===== config.mk =====
export PLATFORM = sky130hd
export DESIGN_NAME = tm1638_resp
export DESIGN_NICKNAME = d
export VERILOG_FILES = /design/src/rtl/tm1638_resp.sv
export SDC_FILE = /design/constraint.sdc
export NUM_CORES = 1
export LEC_CHECK = 0
export ABC_AREA = 1
export BUFFER_PORTS_ARGS = -buffer_cell sky130_fd_sc_hd__buf_2
export CAP_MARGIN = 20
export CORE_MARGIN = 4
export CORE_UTILIZATION = 55
export DETAILED_ROUTE_END_ITERATION = 10
export PLACE_DENSITY = 0.79
export SYNTH_ARGS = -nofsm -noshare
export SYNTH_HDL_FRONTEND = slang
export SYNTH_SLANG_ARGS = --single-unit

===== constraint.sdc =====
create_clock -name CK_i -period 2.4 [get_ports CK_i]
set_input_delay 0.48 -clock CK_i [delete_from_list [all_inputs] [get_ports CK_i]]
set_output_delay 0.48 -clock CK_i [all_outputs]
set_load 0.01 [all_outputs]

===== src/rtl/tm1638_resp.sv =====
// TM1638-side responder for the STB/CLK/DIO link: decodes commands into a
// 16-byte display RAM and display settings, and streams key-scan bytes on reads.
module tm1638_resp #(
    parameter int C_SYNC_N = 2
) (
    input  logic         CK_i,
    input  logic         XARST_i,
    input  logic         SS_i,
    input  logic         SCLK_i,
    input  logic         MOSI_i,
    output logic         MISO_o,
    output logic         MISO_EN_o,
    input  logic [31:0]  KEYSCAN_i,
    output logic [127:0] DISP_RAM_o,
    output logic         DISP_ON_o,
    output logic [2:0]   BRIGHT_o,
    output logic         RD_MODE_o,
    output logic         UPD_o
);

    typedef enum logic [2:0] {
        S_IDLE,
        S_CMD,
        S_WDATA,
        S_RDATA,
        S_IGNORE
    } state_t;

    logic [C_SYNC_N-1:0] ss_sync_q;
    logic [C_SYNC_N-1:0] sck_sync_q;
    logic [C_SYNC_N-1:0] mosi_sync_q;
    logic                ss_prev_q;
    logic                sck_prev_q;
    logic                ss_fall_q;
    logic                ss_rise_q;
    logic                sck_rise_q;
    logic                sck_fall_q;
    logic                mosi_q;

    logic                ss_s;
    logic                sck_s;
    logic                mosi_s;

    assign ss_s   = ss_sync_q[C_SYNC_N-1];
    assign sck_s  = sck_sync_q[C_SYNC_N-1];
    assign mosi_s = mosi_sync_q[C_SYNC_N-1];

    // SS synchronizer resets low so a frame already in progress at reset
    // release produces no ss_fall; the responder then waits for SS high.
    always_ff @(posedge CK_i or negedge XARST_i) begin
        if (!XARST_i) begin
            ss_sync_q   <= '0;
            sck_sync_q  <= '1;
            mosi_sync_q <= '0;
            ss_prev_q   <= 1'b0;
            sck_prev_q  <= 1'b1;
            ss_fall_q   <= 1'b0;
            ss_rise_q   <= 1'b0;
            sck_rise_q  <= 1'b0;
            sck_fall_q  <= 1'b0;
            mosi_q      <= 1'b0;
        end else begin
            ss_sync_q   <= {ss_sync_q[C_SYNC_N-2:0], SS_i};
            sck_sync_q  <= {sck_sync_q[C_SYNC_N-2:0], SCLK_i};
            mosi_sync_q <= {mosi_sync_q[C_SYNC_N-2:0], MOSI_i};
            ss_prev_q   <= ss_s;
            sck_prev_q  <= sck_s;
            ss_fall_q   <= ss_prev_q & ~ss_s;
            ss_rise_q   <= ~ss_prev_q & ss_s;
            sck_rise_q  <= ~sck_prev_q & sck_s;
            sck_fall_q  <= sck_prev_q & ~sck_s;
            mosi_q      <= mosi_s;
        end
    end

    state_t       state_q;
    logic [2:0]   bitcnt_q;
    logic [7:0]   sh_q;
    logic [3:0]   addr_q;
    logic         fixed_q;
    logic         rd_mode_q;
    logic         changed_q;
    logic         upd_q;
    logic [127:0] ram_q;
    logic         disp_on_q;
    logic [2:0]   bright_q;
    logic [31:0]  ks_q;
    logic [5:0]   fall_cnt_q;
    logic         miso_q;
    logic         miso_en_q;

    logic [7:0]   byte_d;
    logic         byte_done;
    logic [6:0]   ram_idx;

    // LSB-first: new bit enters at the top, so after 8 shifts bit0 is the first bit.
    assign byte_d    = {mosi_q, sh_q[7:1]};
    assign byte_done = sck_rise_q && (bitcnt_q == 3'd7);
    assign ram_idx   = {addr_q, 3'b000};

    always_ff @(posedge CK_i or negedge XARST_i) begin
        if (!XARST_i) begin
            state_q    <= S_IDLE;
            bitcnt_q   <= 3'd0;
            sh_q       <= 8'h00;
            addr_q     <= 4'd0;
            fixed_q    <= 1'b0;
            rd_mode_q  <= 1'b0;
            changed_q  <= 1'b0;
            upd_q      <= 1'b0;
            ram_q      <= '0;
            disp_on_q  <= 1'b0;
            bright_q   <= 3'd0;
            ks_q       <= 32'h0;
            fall_cnt_q <= 6'd0;
            miso_q     <= 1'b1;
            miso_en_q  <= 1'b0;
        end else begin
            upd_q <= 1'b0;
            if (ss_rise_q) begin
                // Frame end takes priority over a byte completing in the same cycle.
                state_q   <= S_IDLE;
                miso_en_q <= 1'b0;
                miso_q    <= 1'b1;
                if (changed_q) begin
                    upd_q     <= 1'b1;
                    changed_q <= 1'b0;
                end
            end else if (ss_fall_q) begin
                state_q   <= S_CMD;
                bitcnt_q  <= 3'd0;
                miso_en_q <= 1'b0;
                miso_q    <= 1'b1;
            end else if (state_q != S_IDLE) begin
                if (sck_rise_q) begin
                    sh_q     <= byte_d;
                    bitcnt_q <= bitcnt_q + 3'd1;
                end
                if (byte_done) begin
                    case (state_q)
                        S_CMD: begin
                            case (byte_d[7:6])
                                2'b01: begin
                                    rd_mode_q <= byte_d[1];
                                    fixed_q   <= byte_d[2];
                                    if (byte_d[1]) begin
                                        state_q    <= S_RDATA;
                                        ks_q       <= KEYSCAN_i;
                                        fall_cnt_q <= 6'd0;
                                        miso_en_q  <= 1'b1;
                                        miso_q     <= 1'b1;
                                    end else begin
                                        state_q <= S_IGNORE;
                                    end
                                end
                                2'b11: begin
                                    addr_q  <= byte_d[3:0];
                                    state_q <= rd_mode_q ? S_IGNORE : S_WDATA;
                                end
                                2'b10: begin
                                    disp_on_q <= byte_d[3];
                                    bright_q  <= byte_d[2:0];
                                    changed_q <= 1'b1;
                                    state_q   <= S_IGNORE;
                                end
                                default: state_q <= S_IGNORE;
                            endcase
                        end
                        S_WDATA: begin
                            ram_q[ram_idx +: 8] <= byte_d;
                            changed_q           <= 1'b1;
                            if (!fixed_q) begin
                                addr_q <= addr_q + 4'd1;
                            end
                        end
                        default: ;
                    endcase
                end
                if ((state_q == S_RDATA) && sck_fall_q) begin
                    if (fall_cnt_q < 6'd32) begin
                        miso_q     <= ks_q[0];
                        ks_q       <= {1'b0, ks_q[31:1]};
                        fall_cnt_q <= fall_cnt_q + 6'd1;
                    end else begin
                        miso_en_q <= 1'b0;
                        miso_q    <= 1'b1;
                    end
                end
            end
        end
    end

    assign MISO_o     = miso_q;
    assign MISO_EN_o  = miso_en_q;
    assign DISP_RAM_o = ram_q;
    assign DISP_ON_o  = disp_on_q;
    assign BRIGHT_o   = bright_q;
    assign RD_MODE_o  = rd_mode_q;
    assign UPD_o      = upd_q;

endmodule


Word-level counts from Yosys, hierarchy flattened
Index checks and enable logic that the tools add are counted.
{"block": "word_totals", "ff_bits": 207, "input_bits": 37}
{"block": "op_classes", "mux": 53, "n_addsub": 4, "n_reduce_logical": 26, "eq_ne": 11, "magnitude_cmp": 1, "shifts": 2, "bitwise_logic": 10}
{"cell": "$mux W32", "count": 6}
{"cell": "$bwmux W128", "count": 1}
{"cell": "$shift A8 B9 Y128 const A", "count": 1}
{"cell": "$shiftx A8 B9 Y128", "count": 1}
{"cell": "$mux W6", "count": 6}
{"cell": "$mux W3", "count": 10}
{"cell": "$mux W1", "count": 25}
{"cell": "$reduce_bool A4 Y1", "count": 4}
{"cell": "$reduce_and A5 Y1", "count": 3}
{"cell": "$reduce_bool A3 Y1", "count": 5}
{"cell": "$reduce_and A6 Y1", "count": 2}
{"cell": "$reduce_bool A2 Y1", "count": 5}
{"cell": "$neg A7 Y9", "count": 1}
{"cell": "$reduce_and A3 Y1", "count": 3}
{"cell": "$mux W4", "count": 2}
{"cell": "$pmux W4 S2", "count": 1}
{"cell": "$reduce_and A7 Y1", "count": 1}
{"cell": "$add A6 B1 Y6 const B", "count": 1}
{"cell": "$eq A3 B2 Y1 const B", "count": 2}
{"cell": "$lt A6 B6 Y1 const B", "count": 1}
{"cell": "$not A1 Y1", "count": 6}
{"cell": "$pmux W3 S2", "count": 1}
{"cell": "$add A4 B1 Y4 const B", "count": 1}
{"cell": "$and A1 B1 Y1", "count": 4}
{"cell": "11 further kinds", "count": 14}

Longest topological paths before layout
Gate-level depths: netlist (run 1).
{"block": "logic_depth", "word_depth": 9, "mapped_depth": 13}

Worst setup path after synthesis (run 1)
No wires, ideal clock.
{"block": "synth_path", "kind": "register to register", "startpoint": "register addr_q[0]", "endpoint": "register ram_q[16], in the netlist DISP_RAM_o[16]", "arrival_ps": 1989, "setup_slack_ps": 293, "required_ps": 2282, "path_stages_with_launch": 10, "path_buffers": 2, "cell_sequence": "dfrtp_1 -> inv_2 -> buf_2 -> ha_1 -> inv_1 -> clkbuf_1 -> nor3_4 -> nand3_4 -> nand2_1 -> nand2_1"}
{"block": "synth_between", "elab_chain_cells": 3}
{"item": "start, declared", "line_no": "79", "rtl": "logic [3:0] addr_q;"}
{"item": "start signal, assigned", "line_no": "157", "rtl": "addr_q <= byte_d[3:0];"}
{"item": "start signal, assigned", "line_no": "173", "rtl": "addr_q <= addr_q + 4'd1;"}
{"item": "$neg A7 Y9 *", "line_no": "170", "rtl": "ram_q[ram_idx +: 8] <= byte_d;"}
{"item": "$shiftx A8 B9 Y128 or $shift A8 B9 Y128 (tied branches)", "line_no": "170"}
{"item": "$bwmux W128 *", "line_no": "170"}
{"item": "end signal, assigned by index", "line_no": "170"}
{"item": "end, declared", "line_no": "84", "rtl": "logic [127:0] ram_q;"}
Every way passes the cells marked *; elsewhere a longest branch is shown, timed or not.
A chain may end at the register's enable or synchronous reset.

Worst setup path in the final report (run 1)
{"block": "layout_path", "startpoint": "register bitcnt_q[0]", "endpoint": "register ram_q[82], in the netlist DISP_RAM_o[82]"}
{"block": "layout_between", "elab_chain_cells": 3}
{"item": "start, declared", "line_no": "77", "rtl": "logic [2:0] bitcnt_q;"}
{"item": "start signal, assigned", "line_no": "137", "rtl": "bitcnt_q <= bitcnt_q + 3'd1;"}
{"item": "$eq A3 B3 Y1", "line_no": "98", "rtl": "assign byte_done = sck_rise_q && (bitcnt_q == 3'd7);"}
{"item": "$logic_and A1 B1 Y1", "line_no": "98"}
{"item": "$reduce_and A5 Y1 (no source line)"}
No other way between the ends.

==> results of run 1 <==
==> where the power goes <==
part | switching [mW] | leakage, nW | internal (mW)
Clock | 1.34 | 0.341 | 1.92
Combinational | 0.284 | 3.92 | 0.108
Sequential | 0.0723 | 2.84 | 3.51
Total | 1.70 | 7.10 | 5.54
==> sequential cells by signal, summed over array words and instances (netlist names), 2 cells and up <==
| signal | cells |
|---|---|
| BRIGHT_o | 3 |
| DISP_RAM_o | 128 |
| addr_q | 4 |
| bitcnt_q | 3 |
| fall_cnt_q | 6 |
| ks_q | 32 |
| mosi_sync_q | 2 |
| sck_sync_q | 2 |
| sh_q | 7 |
| ss_sync_q | 2 |
| state_q | 3 |
==> logic make-up (layout without fill, tap and decap cells) <==
| group | after synthesis | in the layout |
|---|---|---|
| xor gates and xnor gates | 1 | 1 |
| and+or+nand+nor | 692 | 693 |
| adders and majority gates | 5 | 5 |
| buffers and inverters | 209 | 398 |
| AOI/OAI and AO/OA | 100 | 100 |
| DFF | 206 | 206 |
==> timing repair <==
action,4_1_cts,5_1_grt
resized for setup,0,9
buffers inserted,0,1
setup endpoints to repair,0,69
==> layout make-up <==
cell class                 instances  area, sq um
fill                            1465         5680
sequential                       206         5160
multi-input combinational        799         3800
timing repair buffer             198         1130
clock buffer                      36          674
inverter                         160          607
tap                              225          282
clock inverter                     4         22.5
==> placed cells by master, fill, tap and decap left out, types with 4 or more instances in the layout <==
master / netlist / routed
o21ai_0: 72 / 72
a21oi_1: 10 / 10
nand3_2: 9 / 10
nand3_1: 119 / 118
ha_1: 5 / 5
nand2_4: 4 / 4
buf_2: 16 / 171
nand2_2: 9 / 9
nor2_1: 65 / 62
buf_12: 0 / 5
nor3_1: 5 / 5
clkbuf_16: 0 / 23
clkbuf_8: 0 / 6
nor2_4: 8 / 11
nand4_1: 18 / 18
nand2_1: 408 / 408
clkbuf_1: 20 / 8
inv_1: 148 / 147
o21ai_1: 16 / 16
nor2_2: 8 / 9
buf_4: 4 / 21
inv_2: 11 / 10
dfrtp_1: 202 / 201
nand3b_1: 31 / 31
dfstp_2: 4 / 4
==> through the flow <==
stage / hold WS [ns] / util (%) / setup slack [ns] / cell area, sq um / power, mW
6_report: 0.00453 / 67.3 / 0.162 / 11700 / 7.23
5_1_grt: 0.0390 / 67.3 / 0.0142 / 11700 / 7.48
4_1_cts: 0.00946 / 67.0 / 0.0288 / 11600 / 7.29
3_5_place_dp: 0.337 / 63.0 / 0.0631 / 10900 / 4.04
3_3_place_gp: 0.334 / 63.0 / 0.145 / 10900 / 4.03
2_1_floorplan: 0.184 / - / 0.293 / 9800 / 3.80
==> how the worst max path moves through the flow <==
stage                                  startpoint                          end  slack (ns)  depth (start not counted)
after floorplan             addr_q[0]$_DFFE_PN0P_   DISP_RAM_o[16]$_DFFE_PN0P_        0.29                          9
after global placement      addr_q[0]$_DFFE_PN0P_   DISP_RAM_o[97]$_DFFE_PN0P_        0.14                          9
after detailed placement    addr_q[0]$_DFFE_PN0P_   DISP_RAM_o[99]$_DFFE_PN0P_        0.06                          9
after CTS                   addr_q[0]$_DFFE_PN0P_  DISP_RAM_o[101]$_DFFE_PN0P_        0.03                          9
after global routing      bitcnt_q[0]$_DFFE_PN0P_   DISP_RAM_o[82]$_DFFE_PN0P_        0.01                         11
final                     bitcnt_q[0]$_DFFE_PN0P_   DISP_RAM_o[82]$_DFFE_PN0P_        0.16                         11
==> critical path, stage by stage, from the launching register on <==
cell,delay [ns]
dfrtp_1,0.36
ha_1,0.17
ha_1,0.14
nand2_1,0.11
inv_1,0.11
nand2_2,0.08
nor2_2,0.30
buf_4,0.24
nand3_1,0.21
nor2_4,0.25
nand2_1,0.10
nand2_1,0.07
==> routing by layer <==
| layer | track usage [%] | vias to the layer above | routed length, um |
|---|---|---|---|
| li1 | - | 4154 | - |
| met1 | 34.2 | 3962 | 10400 |
| met2 | 40.7 | 330 | 12000 |
| met3 | 3.77 | 64 | 1800 |
| met4 | 8.43 | 0 | 739 |
| met5 | 0 | - | 0 |
==> flow_summary.yaml, run 1 <==
outcome:
  outcome: "complete, no violations"
timing:
  fin_tns_setup_ns: 0
  rsz0062_at_grt: "false"
  relSlewSlack_pct: 60.8
  hold_viol_final: 0
  clock-skew-final_ns: 0.0143
  drv_slew: 0
  setup-violations-final: 0
  post-route-min-period_ns: 2.24
  period_share_pct: 93.2
  fmaxAchievable_mhz: 447
  worst-slew-pin-transition_ns: 0.588
clocking:
  cts_inserted_buffers: 22
  clock_tree.htree_level_count: 1
  clkTransAtPathRegs_ns: 0.06
  clock_path_buffers: 3
  postCtsHoldBufs: 0
  cts_root_buf: "clkbuf_16"
  clk-insertion-delay-late_ns: 0.50
  tritoncts: "done"
  cts_sinks: 206
cells_and_area:
  final_net_count: 1429
  area_growth_syn_to_layout_pct: 19.2
  layout_cells_sized_above_1_pct: 21.2
  antennaDiodeCount: 0
  instances_no_fill: 1628
global_routing:
  grt.overflow.total: 0
  initial_antenna_violation_count: 0
  grt.total_usage_pct: 24.9
  largest_net_degree_at_the_start_of_global_routing: 72
  first_pass_grt_wire_length_um: 41200
  number_of_global_route_vias_before_repair: 8118
worst_setup_path:
  ff2ff_path_depth: 11
  cp-end-kind: "flop"
  path_max_fanout: 8
  worstSetupPathType: "flop to flop"
  cp_data_arrival_time_ns: 2.67
  reg2reg_to: "DISP_RAM_o[82]$_DFFE_PN0P_"
  timing.critical_path.from_type: "flop"
  cp_data_required_time_ns: 2.83
  reg2reg_setup_slack_ns: 0.16
  worst_r2r_startpoint: "bitcnt_q[0]$_DFFE_PN0P_"
floorplan:
  initial_utilization_pct: 56.4
  num_io_pins: 173
  die_area_sq_mm: 0.0200
  core-area_sq_mm: 0.0174
  die_h_um: 141
  fp.dieW_um: 141
  rows: 48
yosys:
  synth_edf_count: 0
  ys.warnings.count: 0
  synth_top_family_by_area: "simple AND/OR/NAND/NOR gates"
  synth_top_area_share_pct: 51.6
  synth.avg_cell_area_sq_um: 8.08
  async_flop_share_pct: 100
  synth_cells: 1213
  synth.net_count: 1255
  synth_seq_area_share_pct: 52.7
  synth.top_cells.by_count: "nand2_1, dfrtp_1, inv_1"
  dominant_cells_by_area_after_synthesis: "dfrtp_1, nand2_1, nand3_1"
  ys_dominant_reg_cell: "dfrtp_1"
  synth_most_common_cell: "nand2_1"
  post_synth_num_cell_types: 33
  synth_xor_area_share_pct: 0.0894
  yosys-mux-area-fraction_pct: 0
  register_bit_count_reported_by_yosys: 206
  synthAdderAreaFrac_pct: 0.639
  synth-compound-area-share_pct: 5.16
  synth.cell_area_sq_mm: 0.00980
  post_synth_and_or_nand_nor_area_fraction_pct: 32.6
  netlist.top_cell.by_area: "dfrtp_1"
power:
  vdd.ir_drop.worst_v: 0.000521
  cellPowerDensity_mw_per_mm2: 619
  power.leakage_nw: 7.10
drt:
  remaining_drc_errors: 0
  final_antenna_net_count: 0
  totalWireLength_um: 24900
  detail_route.iter0.violations: 549
  detail_route.vias_per_cell: 5.23
  post_drt_wl_per_cell_um: 15.3
  drtPass1Iterations: 6
  route.vias.total: 8510
job:
  max_cap_viols: 0
place:
  place.port_buffers: 172
  dp.final_hpwl_um: 17000
  finalWeightedCongestion: 0.899
  placed_cells_incl_taps: 1586
worst_hold_path:
  min-delay-path-class: "input pin to async pin"
No activity file was read; power rests on OpenSTA's default activity.
==> run 2, diff against run 1 <==
==> constraint.sdc (replaced) <==
create_clock -name CK_i -period 2.1 [get_ports CK_i]
set_input_delay 0.42 -clock CK_i [delete_from_list [all_inputs] [get_ports CK_i]]
set_output_delay 0.42 -clock CK_i [all_outputs]
set_load 0.01 [all_outputs]
==> flow_summary.yaml, run 2 (synthesis gave the netlist of run 1 again) <==
outcome:
  outcome: "complete, no violations"
cells_and_area:
  largest_register_ffs: 128
  area_growth_syn_to_layout_pct: 20.9
  layout.cells.most_common: "nand2_1"
  antennaDiodeCount: 0
  final_net_count: 1441
  layout_cells_sized_above_1_pct: 21.9
  final_cell_mix: "nand2_1, dfrtp_1, buf_2"
clocking:
  tritoncts: "done"
  clock_tree.htree_level_count: 1
  cts_inserted_buffers: 22
  cts_sinks: 206
  clk-insertion-delay-late_ns: 0.49
  cts_root_buf: "clkbuf_16"
  clock_path_buffers: 3
  clkTransAtPathRegs_ns: 0.06
worst_setup_path:
  cp-end-kind: "flop"
  path_max_fanout: 13
  worstSetupPathType: "flop to flop"
  cp_top_family: "simple AND/OR/NAND/NOR gates"
  timing.critical_path.from_type: "flop"
  max_stage_delay_ns: 0.38
  path_buf_inv: 4
  cp_slowest_cell: "dfrtp_1"
  path_cells: "inv_2 > ha_1 > inv_1 > nand2_1 > nand2_4 > buf_4 > nor3_4 > buf_4 > nand3_1 > nand2_1"
  cp_data_required_time_ns: 2.52
  cp_data_arrival_time_ns: 2.37
timing:
  fin_tns_setup_ns: 0
  worst-slew-pin-transition_ns: 0.496
  post-route-min-period_ns: 1.95
  rsz0062_at_grt: "true"
  setup-violations-final: 0
  relSlewSlack_pct: 66.9
  clock-skew-final_ns: 0.0104
  period_share_pct: 92.9
  fmaxAchievable_mhz: 513
  drv_slew: 0
  hold_viol_final: 0
power:
  seq_power_share_pct: 48.2
  p_sw_mw: 1.93
  power_frac_clock_pct: 46.0
  p_comb_share_pct: 5.7
  power.internal_mw: 6.53
  power.leakage_nw: 7.20
  vdd.ir_drop.worst_v: 0.000661
  sw_frac_of_total_pct: 22.8
  cellPowerDensity_mw_per_mm2: 714
  finalPower_mw: 8.45
place:
  place.port_buffers: 172
  dp.final_hpwl_um: 17000
  finalWeightedCongestion: 0.929
floorplan:
  die_h_um: 141
  fp.dieW_um: 141
  die_area_sq_mm: 0.0200
  rows: 48
  initial_utilization_pct: 56.4
  core-area_sq_mm: 0.0174
  num_io_pins: 173
global_routing:
  number_of_global_route_vias_before_repair: 8067
  largest_net_degree_at_the_start_of_global_routing: 58
  grt.overflow.total: 0
  grt.total_usage_pct: 24.5
  first_pass_grt_wire_length_um: 40700
  initial_antenna_violation_count: 0
drt:
  detail_route.iter0.violations: 627
  drtPass1Iterations: 6
  totalWireLength_um: 24500
  detail_route.vias_per_cell: 5.23
  post_drt_wl_per_cell_um: 15.0
  route.vias.total: 8574
  remaining_drc_errors: 0
  final_antenna_net_count: 0
job:
  max_cap_viols: 0
worst_hold_path:
  min-delay-path-class: "input pin to flop"
[run 2: cell types whose count changed in the layout (fill, tap and decap cells not counted), sizes merged]
cell,delta
bufinv,+2
inv,+1
clkbuf,-7
dlygate4sd3,+1
buf,+11
clkinv,+2
[run 2: worst reg2reg max path, stage by stage (launching register included)]
cell     delay (ns)
dfrtp_1        0.38
inv_2          0.13
ha_1           0.21
inv_1          0.05
nand2_1        0.09
nand2_4        0.10
buf_4          0.21
nor3_4         0.32
buf_4          0.22
nand3_1        0.10
nand2_1        0.09
[run 2: power by group through the flow]
stage / clock, mW / combinational [mW] / sequential, mW
floorplan: 0 / 0.225 / 4.12
global placement: 0 / 0.476 / 4.15
detailed placement: 0 / 0.480 / 4.15
CTS: 3.96 / 0.489 / 4.07
global route: 4.15 / 0.539 / 4.08
finish: 3.89 / 0.485 / 4.08
[run 2: per-layer routing]
| metal | track usage [%] | wire, um |
|---|---|---|
| met1 | 33.0 | 10000 |
| met2 | 40.6 | 11900 |
| met3 | 5.06 | 2060 |
| met4 | 7.12 | 567 |
| met5 | 0 | 0 |
[run 2: final timing paths]
path | startpoint | end | slack [ns] | cells after the start
max reg2reg | addr_q[0]$_DFFE_PN0P_ | DISP_RAM_o[17]$_DFFE_PN0P_ | 0.15 | 10
min in group asynchronous | XARST_i | DISP_RAM_o[90]$_DFFE_PN0P_ | 0.47 | 2
min | SCLK_i | sck_sync_q[0]$_DFF_PN1_ | 0.03 | 1
max in group asynchronous | XARST_i | DISP_RAM_o[104]$_DFFE_PN0P_ | 0.97 | 3
min reg2reg | ss_sync_q[0]$_DFF_PN0_ | ss_sync_q[1]$_DFF_PN0_ | 0.34 | 0
max | addr_q[0]$_DFFE_PN0P_ | DISP_RAM_o[17]$_DFFE_PN0P_ | 0.15 | 10
[run 2: what timing repair did]
action,4_1_cts,5_1_grt
setup buffers,2,0
pin swaps,1,1
gates cloned,0,1
hold buffers,1,0
endpoints found under the hold margin,51,0
resized for setup,0,3
setup endpoints to repair,1,26
[run 2: metrics by stage]
| step | instances | area (sq um) | hold slack (ns) | util, % | setup slack [ns] |
|---|---|---|---|---|---|
| after floorplan | 1213 | 9800 | 0.124 | - | 0.0591 |
| after global placement | 1596 | 11100 | 0.333 | 63.7 | 0.119 |
| after detailed placement | 1596 | 11100 | 0.336 | 63.7 | 0.0221 |
| after CTS | 1637 | 11800 | 0.0149 | 68.1 | 0.115 |
| after global routing | 1638 | 11800 | 0.0154 | 68.2 | -0.00564 |
| final | 1638 | 11800 | 0.0327 | 68.2 | 0.150 |
[run 2: layout make-up]
class	instances	area (sq um)
Clock buffer	29	638
Clock inverter	9	97.6
Fill cell	1380	5520
Inverter	160	604
Multi-Input combinational cell	799	3790
Sequential cell	206	5160
Tap cell	225	282
Timing Repair Buffer	210	1270
